==> src/rtl/lut_layer_pkg.sv <==
// Shared types and sizing helpers for the LogicNets truth-table layer.
// Readback port enabled with LUT_LAYER_READBACK_EN (see lut_layer_pipe).
package lut_layer_pkg;

  localparam int unsigned MaxSelW       = 8;
  localparam int unsigned MaxAddrW      = 16;
  localparam int unsigned MaxDataW      = 16;
  localparam int unsigned DefaultInBits = 4;

  // Neuron select needs at least one bit even for a single-neuron layer.
  function automatic int unsigned neuron_sel_w(input int unsigned n);
    return (n > 1) ? $clog2(n) : 1;
  endfunction

  function automatic int unsigned tbl_depth(input int unsigned in_bits);
    return 32'd1 << in_bits;
  endfunction

  localparam int unsigned DEPTH = tbl_depth(DefaultInBits);

  typedef struct packed {
    logic [MaxSelW-1:0]  neuron;
    logic [MaxAddrW-1:0] addr;
    logic [MaxDataW-1:0] data;
  } cfg_beat_t;

endpackage

==> src/rtl/lut_neuron_tbl.sv <==
// One neuron's register truth table: one write port, one combinational lookup,
// and a combinational readback port when LUT_LAYER_READBACK_EN is defined.
module lut_neuron_tbl
  import lut_layer_pkg::*;
#(
  parameter int unsigned InBits  = 4,
  parameter int unsigned OutBits = 2
) (
  input  logic               clk_i,
  input  logic               rst_ni,
  input  logic               we_i,
  input  logic [InBits-1:0]  waddr_i,
  input  logic [OutBits-1:0] wdata_i,
  input  logic [InBits-1:0]  lkup_addr_i,
  output logic [OutBits-1:0] lkup_data_o
`ifdef LUT_LAYER_READBACK_EN
  ,
  input  logic [InBits-1:0]  rd_addr_i,
  output logic [OutBits-1:0] rd_data_o
`endif
);

  localparam int unsigned Depth = tbl_depth(InBits);

  logic [OutBits-1:0] mem_q [Depth];

  // Tables are cleared on every reset and must be reloaded afterwards.
  always_ff @(posedge clk_i) begin
    if (!rst_ni) begin
      for (int unsigned i = 0; i < Depth; i++) begin
        mem_q[i] <= '0;
      end
    end else if (we_i) begin
      mem_q[waddr_i] <= wdata_i;
    end
  end

  assign lkup_data_o = mem_q[lkup_addr_i];

`ifdef LUT_LAYER_READBACK_EN
  assign rd_data_o = mem_q[rd_addr_i];
`endif

endmodule

==> src/rtl/lut_layer_pipe.sv <==
// Pipelined LogicNets layer of runtime-loadable truth-table neurons, one output register stage.
// Define LUT_LAYER_READBACK_EN to add the cfg_re/cfg_rvalid/cfg_rdata table readback port.
module lut_layer_pipe
  import lut_layer_pkg::*;
#(
  parameter int unsigned N_NEURONS = 4,
  parameter int unsigned IN_BITS   = 4,
  parameter int unsigned OUT_BITS  = 2,
  parameter int unsigned CNT_W     = 16
) (
  input  logic                              clk_i,
  input  logic                              rst_ni,
  input  logic                              in_valid_i,
  output logic                              in_ready_o,
  input  logic [N_NEURONS*IN_BITS-1:0]      in_data_i,
  output logic                              out_valid_o,
  input  logic                              out_ready_i,
  output logic [N_NEURONS*OUT_BITS-1:0]     out_data_o,
  input  logic                              cfg_we_i,
  input  logic [neuron_sel_w(N_NEURONS)-1:0] cfg_neuron_i,
  input  logic [IN_BITS-1:0]                cfg_addr_i,
  input  logic [OUT_BITS-1:0]               cfg_data_i,
  output logic                              cfg_err_o,
  output logic [CNT_W-1:0]                  sample_cnt_o
`ifdef LUT_LAYER_READBACK_EN
  ,
  input  logic                              cfg_re_i,
  output logic                              cfg_rvalid_o,
  output logic [OUT_BITS-1:0]               cfg_rdata_o
`endif
);

  localparam int unsigned OutW = N_NEURONS * OUT_BITS;

  cfg_beat_t           beat;
  logic [31:0]         sel_ext;
  logic                sel_ok;
  logic                accept;
  logic [OutW-1:0]     lkup_data;

  logic                out_valid_q, out_valid_d;
  logic [OutW-1:0]     out_data_q, out_data_d;
  logic                cfg_err_q, cfg_err_d;
  logic [CNT_W-1:0]    cnt_q, cnt_d;

  always_comb begin
    beat        = '0;
    beat.neuron = MaxSelW'(cfg_neuron_i);
    beat.addr   = MaxAddrW'(cfg_addr_i);
    beat.data   = MaxDataW'(cfg_data_i);
  end

  assign sel_ext = 32'(beat.neuron);
  assign sel_ok  = (sel_ext < N_NEURONS);

`ifdef LUT_LAYER_READBACK_EN
  logic [OUT_BITS-1:0] rd_data [N_NEURONS];
  logic                rvalid_q, rvalid_d;
  logic [OUT_BITS-1:0] rdata_q, rdata_d;
`endif

  for (genvar k = 0; k < N_NEURONS; k++) begin : g_neuron
    logic we_k;
    assign we_k = cfg_we_i && sel_ok && (sel_ext == k);

    lut_neuron_tbl #(
      .InBits (IN_BITS),
      .OutBits(OUT_BITS)
    ) u_tbl (
      .clk_i      (clk_i),
      .rst_ni     (rst_ni),
      .we_i       (we_k),
      .waddr_i    (beat.addr[IN_BITS-1:0]),
      .wdata_i    (beat.data[OUT_BITS-1:0]),
      .lkup_addr_i(in_data_i[k*IN_BITS +: IN_BITS]),
      .lkup_data_o(lkup_data[k*OUT_BITS +: OUT_BITS])
`ifdef LUT_LAYER_READBACK_EN
      ,
      .rd_addr_i  (beat.addr[IN_BITS-1:0]),
      .rd_data_o  (rd_data[k])
`endif
    );
  end

  // A write cycle blocks lookups so a lookup never races a table update.
  assign in_ready_o = !cfg_we_i && (!out_valid_q || out_ready_i);
  assign accept     = in_valid_i && in_ready_o;

  always_comb begin
    out_valid_d = out_valid_q;
    out_data_d  = out_data_q;
    cnt_d       = cnt_q;
    if (accept) begin
      out_valid_d = 1'b1;
      out_data_d  = lkup_data;
      cnt_d       = cnt_q + CNT_W'(1);
    end else if (out_valid_q && out_ready_i) begin
      out_valid_d = 1'b0;
    end
    cfg_err_d = cfg_we_i && !sel_ok;
`ifdef LUT_LAYER_READBACK_EN
    cfg_err_d = cfg_err_d || (cfg_re_i && !sel_ok);
`endif
  end

`ifdef LUT_LAYER_READBACK_EN
  // Out-of-range reads still answer, with zero data.
  always_comb begin
    rvalid_d = cfg_re_i;
    rdata_d  = '0;
    if (cfg_re_i && sel_ok) begin
      for (int unsigned k = 0; k < N_NEURONS; k++) begin
        if (sel_ext == k) begin
          rdata_d = rd_data[k];
        end
      end
    end
  end

  always_ff @(posedge clk_i) begin
    if (!rst_ni) begin
      rvalid_q <= 1'b0;
      rdata_q  <= '0;
    end else begin
      rvalid_q <= rvalid_d;
      rdata_q  <= rdata_d;
    end
  end

  assign cfg_rvalid_o = rvalid_q;
  assign cfg_rdata_o  = rdata_q;
`endif

  always_ff @(posedge clk_i) begin
    if (!rst_ni) begin
      out_valid_q <= 1'b0;
      out_data_q  <= '0;
      cfg_err_q   <= 1'b0;
      cnt_q       <= '0;
    end else begin
      out_valid_q <= out_valid_d;
      out_data_q  <= out_data_d;
      cfg_err_q   <= cfg_err_d;
      cnt_q       <= cnt_d;
    end
  end

  assign out_valid_o  = out_valid_q;
  assign out_data_o   = out_data_q;
  assign cfg_err_o    = cfg_err_q;
  assign sample_cnt_o = cnt_q;

endmodule

==> config.mk <==
export PLATFORM = sky130hd
export DESIGN_NAME = lut_layer_pipe
export DESIGN_NICKNAME = d
export VERILOG_FILES = /design/src/rtl/lut_layer_pkg.sv /design/src/rtl/lut_neuron_tbl.sv /design/src/rtl/lut_layer_pipe.sv
export SDC_FILE = /design/constraint.sdc
export NUM_CORES = 1
export LEC_CHECK = 0
export ABC_AREA = 0
export CAP_MARGIN = 25
export CORE_MARGIN = 10
export CORE_UTILIZATION = 55
export CTS_CLUSTER_DIAMETER = 50
export DETAILED_ROUTE_END_ITERATION = 10
export HOLD_SLACK_MARGIN = 0.15
export PLACE_DENSITY = 0.76
export SKIP_LAST_GASP = 1
export SLEW_MARGIN = 20
export SYNTH_ARGS = -nofsm -noshare
export SYNTH_HDL_FRONTEND = slang
export SYNTH_SLANG_ARGS = --single-unit
==> constraint.sdc <==
create_clock -name clk_i -period 3.6 [get_ports clk_i]
set_input_delay 0.54 -clock clk_i [delete_from_list [all_inputs] [get_ports clk_i]]
set_output_delay 0.54 -clock clk_i [all_outputs]
set_load 0.01 [all_outputs]
==> results of run 1 <==
per-stage QoR:
step | area, sq um | setup slack, ps | util | instances | hold WS, ps
6_report | 8730 | 1110 | 0.654 | 861 | 496
5_1_grt | 8730 | 1060 | 0.654 | 861 | 536
4_1_cts | 8730 | 1110 | 0.654 | 861 | 500
3_5_place_dp | 8140 | 863 | 0.610 | 830 | 492
3_3_place_gp | 8140 | 1040 | 0.610 | 830 | 461
2_1_floorplan | 7570 | 1680 | - | 659 | 496
registers in the layout, summed over array words and instances (netlist names):
name,cells
g_neuron.u_tbl.mem_q,128
out_data_o,8
sample_cnt_o,16
out_valid_o,1
routing by layer:
metal / track usage / vias up
met5: 0 / -
met4: 0.0978 / 0
met3: 0.0382 / 40
met2: 0.326 / 228
met1: 0.232 / 2593
li1: - / 2458
worst paths after layout:
| kind | start | to | slack, ps | depth (start not counted) |
|---|---|---|---|---|
| max | cfg_we_i | in_ready_o | 1110 | 4 |
| min | sample_cnt_o[15] | sample_cnt_o[15] | 500 | 2 |
| max reg2reg | sample_cnt_o[0] | sample_cnt_o[15] | 1700 | 4 |
| min reg2reg | sample_cnt_o[15] | sample_cnt_o[15] | 500 | 2 |
cells by family after synthesis:
| kind of cell | count (synthesis) | share of synthesized area |
|---|---|---|
| mux | 40 | 0.106 |
| other cells | 1 | 0.000496 |
| buf+inv | 82 | 0.0463 |
| xor+xnor | 2 | 0.00232 |
| flops | 153 | 0.574 |
| simple gates | 328 | 0.225 |
| fa+ha+maj | 1 | 0.00165 |
| compound gates | 52 | 0.0446 |
final cells by class:
cell class | count | area (sq um) | share of cell area
multi-input combinational | 424 | 2890 | 0.331
inverter | 5 | 18.8 | 0.00215
tap | 176 | 220 | 0.0252
clock inverter | 13 | 154 | 0.0176
sequential | 153 | 4340 | 0.498
clock buffer | 18 | 429 | 0.0492
timing repair buffer | 72 | 671 | 0.0768
layout by cell type (no fill, tap or decap), types with 11 or more instances in the layout:
cell type / Yosys / routed
a21oi_1: 15 / 15
edfxtp_1: 128 / 128
o21ai_0: 14 / 14
clkdlybuf4s50_1: 0 / 53
nor2_1: 13 / 11
mux4_2: 32 / 32
buf_4: 2 / 18
clkbuf_16: 0 / 17
and3_1: 129 / 129
nand2_1: 137 / 137
dfxtp_1: 25 / 25
worst max-delay path, cell delays in order:
cell and delay, ps:
clkdlybuf4s50_1 440, inv_1 250, and2_1 180, clkdlybuf4s50_1 530
power groups by stage:
stage	Combinational (mW)	Sequential, mW	Clock (mW)
after global placement	0.299	2.06	0
after global routing	0.339	2.04	1.86
after detailed placement	0.312	2.07	0
after CTS	0.314	2.03	1.78
final	0.314	2.03	1.77
after floorplan	0.199	2.05	0
==> flow_metrics.tcl, run 1 <==
set metrics [dict create \
    maxSlewViolCount 0 \
    cp_max_fo 7 \
    layout-drive-gt1-share 0.130 \
    synth_top_area_frac 0.508 \
    cts_buffer_depth 2 \
    ys_seq_elements 153 \
    syn_inst 659 \
    switching_power_mw 0.899 \
    hold_violations 0 \
    pwr-share-clk 0.429 \
    groute.usage.overall 0.194 \
    finalSetupTns_ps 0 \
    status "finished, final reports clean" \
    h-tree-depth 4 \
    port_buffers 54 \
    rsz0062_at_grt "no" \
    fillers 985 \
    cts_buffers 17 \
    totalWireLength_um 17700 \
    synth_edf_count 128 \
    highest_layer "met4" \
    cts.sinks 153 \
    vias 5319 \
    area_growth_pct 15.3 \
    worst_pin_slew_ps 1180 \
    pwr-share-seq 0.494 \
    setup_viol 0 \
    synth_flop_cell "edfxtp_1" \
    power_frac_comb 0.076 \
    seq_area_frac_synth 0.574 \
    max_freq_mhz 402 \
    synth_cell_types 38 \
    cts_resized 0 \
    num_rows 42 \
    cap_violations 0 \
    ios 56 \
    met2_length_um 8920 \
    critPathLaunchType "input port" \
    syn_nets 689 \
    overflow 0 \
    finalCritPeriodShare 0.691 \
    netlist_area_sq_um 7570 \
    yosys-top-cells-count "nand2_1, and3_1, edfxtp_1" \
    dp_hpwl_um 11600 \
    wl_met3_um 1370 \
    power_density_nw_per_um2 471 \
    finClkSkew_ps 5.74 \
    clk_pin_slew_worst_paths_ps 60 \
    core-area_sq_um 13300 \
    antenna_found_initial 0 \
    synth_warnings 0 \
    leakage_nw 3.46 \
    cts_tree "done" \
    intPower_mw 3.22 \
    dr.pass1.iters 5 \
    initialDrtViolationCount 534 \
    worstPathArrival_ps 1950 \
    grt_max_degree 73 \
    post_cts_buffers 0 \
    hold_path.class "register to register" \
    required_ps 3060 \
    synth.largest_area_cell "edfxtp_1" \
    start_util 0.567 \
    avgSynthCellArea_sq_um 11.5 \
    grt_pass1_wl_um 27900 \
    gp_congestion 0.793 \
    fin_nets 703 \
    n_antenna_cell 0 \
    period_needed_ps 2490 \
    relSlewSlack 0.209 \
    dieHeight_um 137 \
    drc 0 \
    die_area_sq_um 18800 \
    vias_per_cell 6.18 \
    hold_buffers 0 \
    drt-met1-wl_um 6860 \
    clk_latency_ps 420 \
    async_flop_share 0 \
    vdd_ir_drop_max_v 0.000373 \
    end_kind "output pin" \
    synth.most_common_cell "nand2_1" \
    die_x_um 137 \
    total_power_mw 4.11 \
    ant_nets 0 \
    swShare 0.218 \
    cts_root_buf "clkbuf_16" \
    critPathKind "input port to output pin" \
    grt_pass1_vias 5221 \
    routedWlPerCell_um 20.6 \
    synth.area.top_cells "edfxtp_1, and3_1, mux4_2" \
]
Note: power is estimated with default switching activity, not from simulation.
==> run 2: changes to the inputs <==
--- a/config.mk
+++ b/config.mk
@@ -8,7 +8,7 @@
 export ABC_AREA = 0
 export CAP_MARGIN = 25
 export CORE_MARGIN = 10
-export CORE_UTILIZATION = 55
+export CORE_UTILIZATION = 53
 export CTS_CLUSTER_DIAMETER = 50
 export DETAILED_ROUTE_END_ITERATION = 10
 export HOLD_SLACK_MARGIN = 0.15
==> constraint.sdc (replaced) <==
create_clock -name clk_i -period 2.2 [get_ports clk_i]
set_input_delay 0.33 -clock clk_i [delete_from_list [all_inputs] [get_ports clk_i]]
set_output_delay 0.33 -clock clk_i [all_outputs]
set_load 0.01 [all_outputs]
==> run 2 against run 1 <==
Via count increased by 2.8%. Highest routed layer unchanged. Combinational power rose by 78%. Utilization down 0.54 points. Clock-buffer cell count is 2 higher. Final area increased by 3.5%. Register-to-register slack got worse by 1200 ps. Critical path depth fell by 1. Worst setup slack lost 970 ps. Non-clock buffer count rose by 30. Clock power rose by 66%. First-iteration DRC count rose by 0.19%.
==> flow_metrics.tcl, run 2 (synthesis gave the netlist of run 1 again) <==
set metrics [dict create \
    status "finished, final reports clean" \
    largest_reg_flops 128 \
    vdd_ir_drop_max_v 0.000485 \
    overflow 0 \
    hold_violations 0 \
    clk_pin_slew_worst_paths_ps 60 \
    ios 56 \
    switching_power_mw 1.50 \
    multi_input_area_sq_um 2890 \
    total_power_mw 6.81 \
    finalNonFillerCells 896 \
    worstPathArrival_ps 1730 \
    dp_hpwl_um 11600 \
    initialDrtViolationCount 535 \
    routedWlPerCell_um 19.8 \
    cts_tree "done" \
    power_density_nw_per_um2 754 \
    cp_num_buf_inv 1 \
    regArea_sq_um 4340 \
    layout_commonest_cell "nand2_1" \
    cp_cell_sequence "or2b_2, and2_1, clkdlybuf4s50_1" \
    worst_pin_slew_ps 807 \
    layout-drive-gt1-share 0.165 \
    hold_path.class "input port to register" \
    clk_latency_ps 420 \
    fillers 1001 \
    n_antenna_cell 0 \
    cts_root_buf "clkbuf_16" \
    swShare 0.220 \
    critPathLaunchType "register" \
    pwr-share-seq 0.488 \
    relSlewSlack 0.462 \
    max_freq_mhz 486 \
    cts_buffer_depth 2 \
    totalWireLength_um 17800 \
    antenna_found_initial 0 \
    leakage_nw 3.64 \
    maxSlewViolCount 0 \
    pwr-share-clk 0.430 \
    start_util 0.543 \
    fin_nets 733 \
    setup_viol 0 \
    die_area_sq_um 19500 \
    drc 0 \
    vias_per_cell 6.10 \
    intPower_mw 5.31 \
    hold_buffers 0 \
    grt_pass1_wl_um 28200 \
    power_frac_comb 0.082 \
    finClkSkew_ps 6.28 \
    min_from "rst_ni" \
    cts_resized 0 \
    cts_buffers 17 \
    max_flop_register "g_neuron.u_tbl.mem_q" \
    port_buffers 54 \
    vias 5470 \
    area_growth_pct 19.4 \
    reg2reg_from "g_neuron[0].u_tbl.mem_q[4][1]" \
    rsz0062_at_grt "no" \
    critPathKind "register to output pin" \
    cap_violations 0 \
    grt_pass1_vias 5490 \
    place_ws_ps -94.9 \
    crit_family "simple AND/OR/NAND/NOR gates" \
    dieHeight_um 139 \
    cp_max_fo 6 \
    layout_common_cells "nand2_1, and3_1, edfxtp_1, clkdlybuf4s50_1, buf_4" \
    gp_congestion 0.826 \
    h-tree-depth 4 \
    ant_nets 0 \
    period_needed_ps 2060 \
    core-area_sq_um 13900 \
    cts.sinks 153 \
    final.setup.worst_slack_ps 141 \
    die_x_um 139 \
    end_kind "output pin" \
    cpMaxStageDelayCell "clkdlybuf4s50_1" \
    dr.pass1.iters 5 \
    crit_path_start "out_valid_o" \
    post_cts_buffers 0 \
    grt_max_degree 73 \
    place_inst 864 \
    required_ps 1870 \
    fin_hold_ws_ps 457 \
    num_rows 43 \
    groute.usage.overall 0.181 \
    finalCritPeriodShare 0.936 \
    slowest_delay_ps 470 \
]
## run 2: cell types whose count changed in the layout (fill, tap and decap cells not counted)
cell	previous run	this run
clkinvlp_4	5	2
buf_4	18	42
clkinv_4	0	1
inv_6	1	2
buf_12	0	6
clkbuf_1	1	3
## run 2: worst reg2reg max path, cell delays in order, from the launching register on
cell	delay, ps
edfxtp_1	400
mux4_2	470
nor2b_1	140
a2111oi_0	470
a311oi_1	100
## run 2: path summary, 6_finish.rpt
kind | endpoint | slack [ps] | cells past startpoint
min | sample_cnt_o[1] | 460 | 4
max | in_ready_o | 140 | 3
min reg2reg | sample_cnt_o[15] | 490 | 2
max reg2reg | out_data_o[1] | 470 | 4
## run 2: power by group through the flow
| stage | sequential (mW) | clock, mW | combinational, mW |
|---|---|---|---|
| floorplan | 3.36 | 0 | 0.325 |
| global placement | 3.38 | 0 | 0.532 |
| detailed placement | 3.38 | 0 | 0.553 |
| CTS | 3.33 | 2.95 | 0.558 |
| global route | 3.33 | 3.10 | 0.601 |
| finish | 3.32 | 2.93 | 0.558 |
## run 2: final cells by class
| cell class | instances | share of cell area |
|---|---|---|
| clock buffer | 20 | 0.0483 |
| clock inverter | 12 | 0.0165 |
| inverter | 5 | 0.00208 |
| multi-input combinational | 424 | 0.320 |
| sequential | 153 | 0.481 |
| tap | 180 | 0.0249 |
| timing repair buffer | 102 | 0.107 |
## run 2: metal layers
metal  up-vias  track usage  part of all wire
met3        26       0.0504             0.089
met2       229        0.292              0.50
li1       2527            -                 -
met4         0       0.0703             0.022
met1      2688        0.226              0.39
met5         -            0                 0
## run 2: per-stage QoR
stage	TNS, ps	utilization	instance area, sq um
finish	0	0.648	9030
global route	0	0.648	9030
CTS	0	0.648	9030
detailed placement	-239	0.606	8450
global placement	-3.02	0.606	8450
floorplan	0	-	7570
==> run 3: changes to the inputs <==
--- a/config.mk
+++ b/config.mk
@@ -6,7 +6,6 @@
 export NUM_CORES = 1
 export LEC_CHECK = 0
 export ABC_AREA = 0
-export CAP_MARGIN = 25
 export CORE_MARGIN = 10
 export CORE_UTILIZATION = 53
 export CTS_CLUSTER_DIAMETER = 50
==> constraint.sdc (replaced) <==
create_clock -name clk_i -period 2.2 [get_ports clk_i]
set_input_delay 0.33 -clock clk_i [delete_from_list [all_inputs] [get_ports clk_i]]
set_output_delay 0.33 -clock clk_i [all_outputs]
set_load 0.005 [all_outputs]
==> run 3 against run 2 <==
Sequential share of layout area stayed put. Largest power group unchanged. Final area stayed put. Total power is 0.33% lower. Via count is 1.4% lower. Non-clock buffer count stayed put. Final cell count stayed put. Clock power hardly changed. Worst setup slack better by 27 ps. Sequential power hardly changed. Sequential cell count stayed put. Die area stayed put. First-iteration DRC count is 3.6% higher.
==> flow_metrics.tcl, run 3 (synthesis gave the netlist of run 1 again) <==
set metrics [dict create \
    status "finished, final reports clean" \
    reg2reg_from "g_neuron[1].u_tbl.mem_q[4][0]" \
    drc 0 \
    multi_input_area_sq_um 2890 \
    setup_viol 0 \
    vias_per_cell 6.02 \
    cts_root_buf "clkbuf_16" \
    maxSlewViolCount 0 \
    relSlewSlack 0.471 \
    cts_resized 0 \
    h-tree-depth 4 \
    min_from "rst_ni" \
    clk_pin_slew_worst_paths_ps 60 \
    overflow 0 \
    antenna_found_initial 1 \
    crit_path_start "out_valid_o" \
    grt_max_degree 73 \
    largest_reg_flops 128 \
    clk_latency_ps 430 \
    required_ps 1870 \
    max_flop_register "g_neuron.u_tbl.mem_q" \
    post-route-util 0.648 \
    vias 5392 \
    dieHeight_um 139 \
    regArea_sq_um 4340 \
    dp_hpwl_um 11400 \
    layout_commonest_cell "nand2_1" \
    die_area_sq_um 19500 \
    final.setup.worst_slack_ps 168 \
    start_util 0.543 \
    rsz0062_at_grt "no" \
    finalNonFillerCells 896 \
    finalSetupTns_ps 0 \
    core-area_sq_um 13900 \
    end_kind "output pin" \
    place_area_sq_um 8450 \
    vdd_ir_drop_max_v 0.000578 \
    grt_pass1_vias 5269 \
    cap_violations 0 \
    total_power_mw 6.79 \
    fin_hold_ws_ps 445 \
    hold_violations 0 \
    r2r_slack_ps 500 \
    place_inst 864 \
    initialDrtViolationCount 554 \
    area_growth_pct 19.4 \
    cts_tree "done" \
    post_cts_buffers 0 \
    fin_nets 733 \
    power_density_nw_per_um2 751 \
    totalWireLength_um 17500 \
    gp_congestion 0.811 \
    critPathLaunchType "register" \
    rr_worst_depth 4 \
    ant_nets 0 \
    n_antenna_cell 0 \
    place_ws_ps -63.5 \
    finalCritPeriodShare 0.924 \
    grt_pass1_wl_um 27900 \
    period_needed_ps 2030 \
    layout-drive-gt1-share 0.169 \
    cts_buffers 17 \
    dr.pass1.iters 5 \
    routedWlPerCell_um 19.5 \
    hold_buffers 0 \
    ios 56 \
    final_area_sq_um 9030 \
    worst_pin_slew_ps 793 \
    port_buffers 54 \
    max_freq_mhz 492 \
    groute.usage.overall 0.182 \
    die_x_um 139 \
    hold_path.class "input port to register" \
    leakage_nw 3.63 \
    fillers 1012 \
    num_rows 43 \
    cp_max_fo 6 \
    cts.sinks 153 \
    finClkSkew_ps 7.18 \
    cts_buffer_depth 2 \
    layout_common_cells "nand2_1, and3_1, edfxtp_1, clkdlybuf4s50_1, buf_4" \
    critPathKind "register to output pin" \
    worstPathArrival_ps 1700 \
    min_delay_path_depth 4 \
]
## run 3: critical path, stage by stage (launching register included)
cell and delay (ps):
dfxtp_1 320, or2b_2 340, and2_1 170, clkdlybuf4s50_1 450
## run 3: layout make-up
cell class                      count  area share
Sequential cell                   153       0.481
Clock inverter                     14      0.0173
Multi-Input combinational cell    424       0.320
Clock buffer                       18      0.0475
Tap cell                          180      0.0249
Timing Repair Buffer              102       0.107
Inverter                            5     0.00208
## run 3: power by group
part / total (mW) / switching (mW) / leakage, nW / internal, mW
Clock: 2.91 / 1.15 / 0.275 / 1.76
Sequential: 3.32 / 0.0492 / 1.42 / 3.27
Combinational: 0.551 / 0.291 / 1.94 / 0.260
Total: 6.79 / 1.49 / 3.63 / 5.30
## run 3: worst paths after layout
| kind | endpoint |
|---|---|
| setup / recovery | in_ready_o |
| hold / removal | sample_cnt_o[1] |
| setup reg to reg | out_data_o[2] |
| hold reg to reg | sample_cnt_o[1] |
## run 3: routing by layer
layer / vias to the layer above / GRT usage / part of all wire
li1: 2519 / - / -
met1: 2609 / 0.231 / 0.41
met2: 228 / 0.279 / 0.48
met3: 36 / 0.0507 / 0.086
met4: 0 / 0.0895 / 0.028
met5: - / 0 / 0
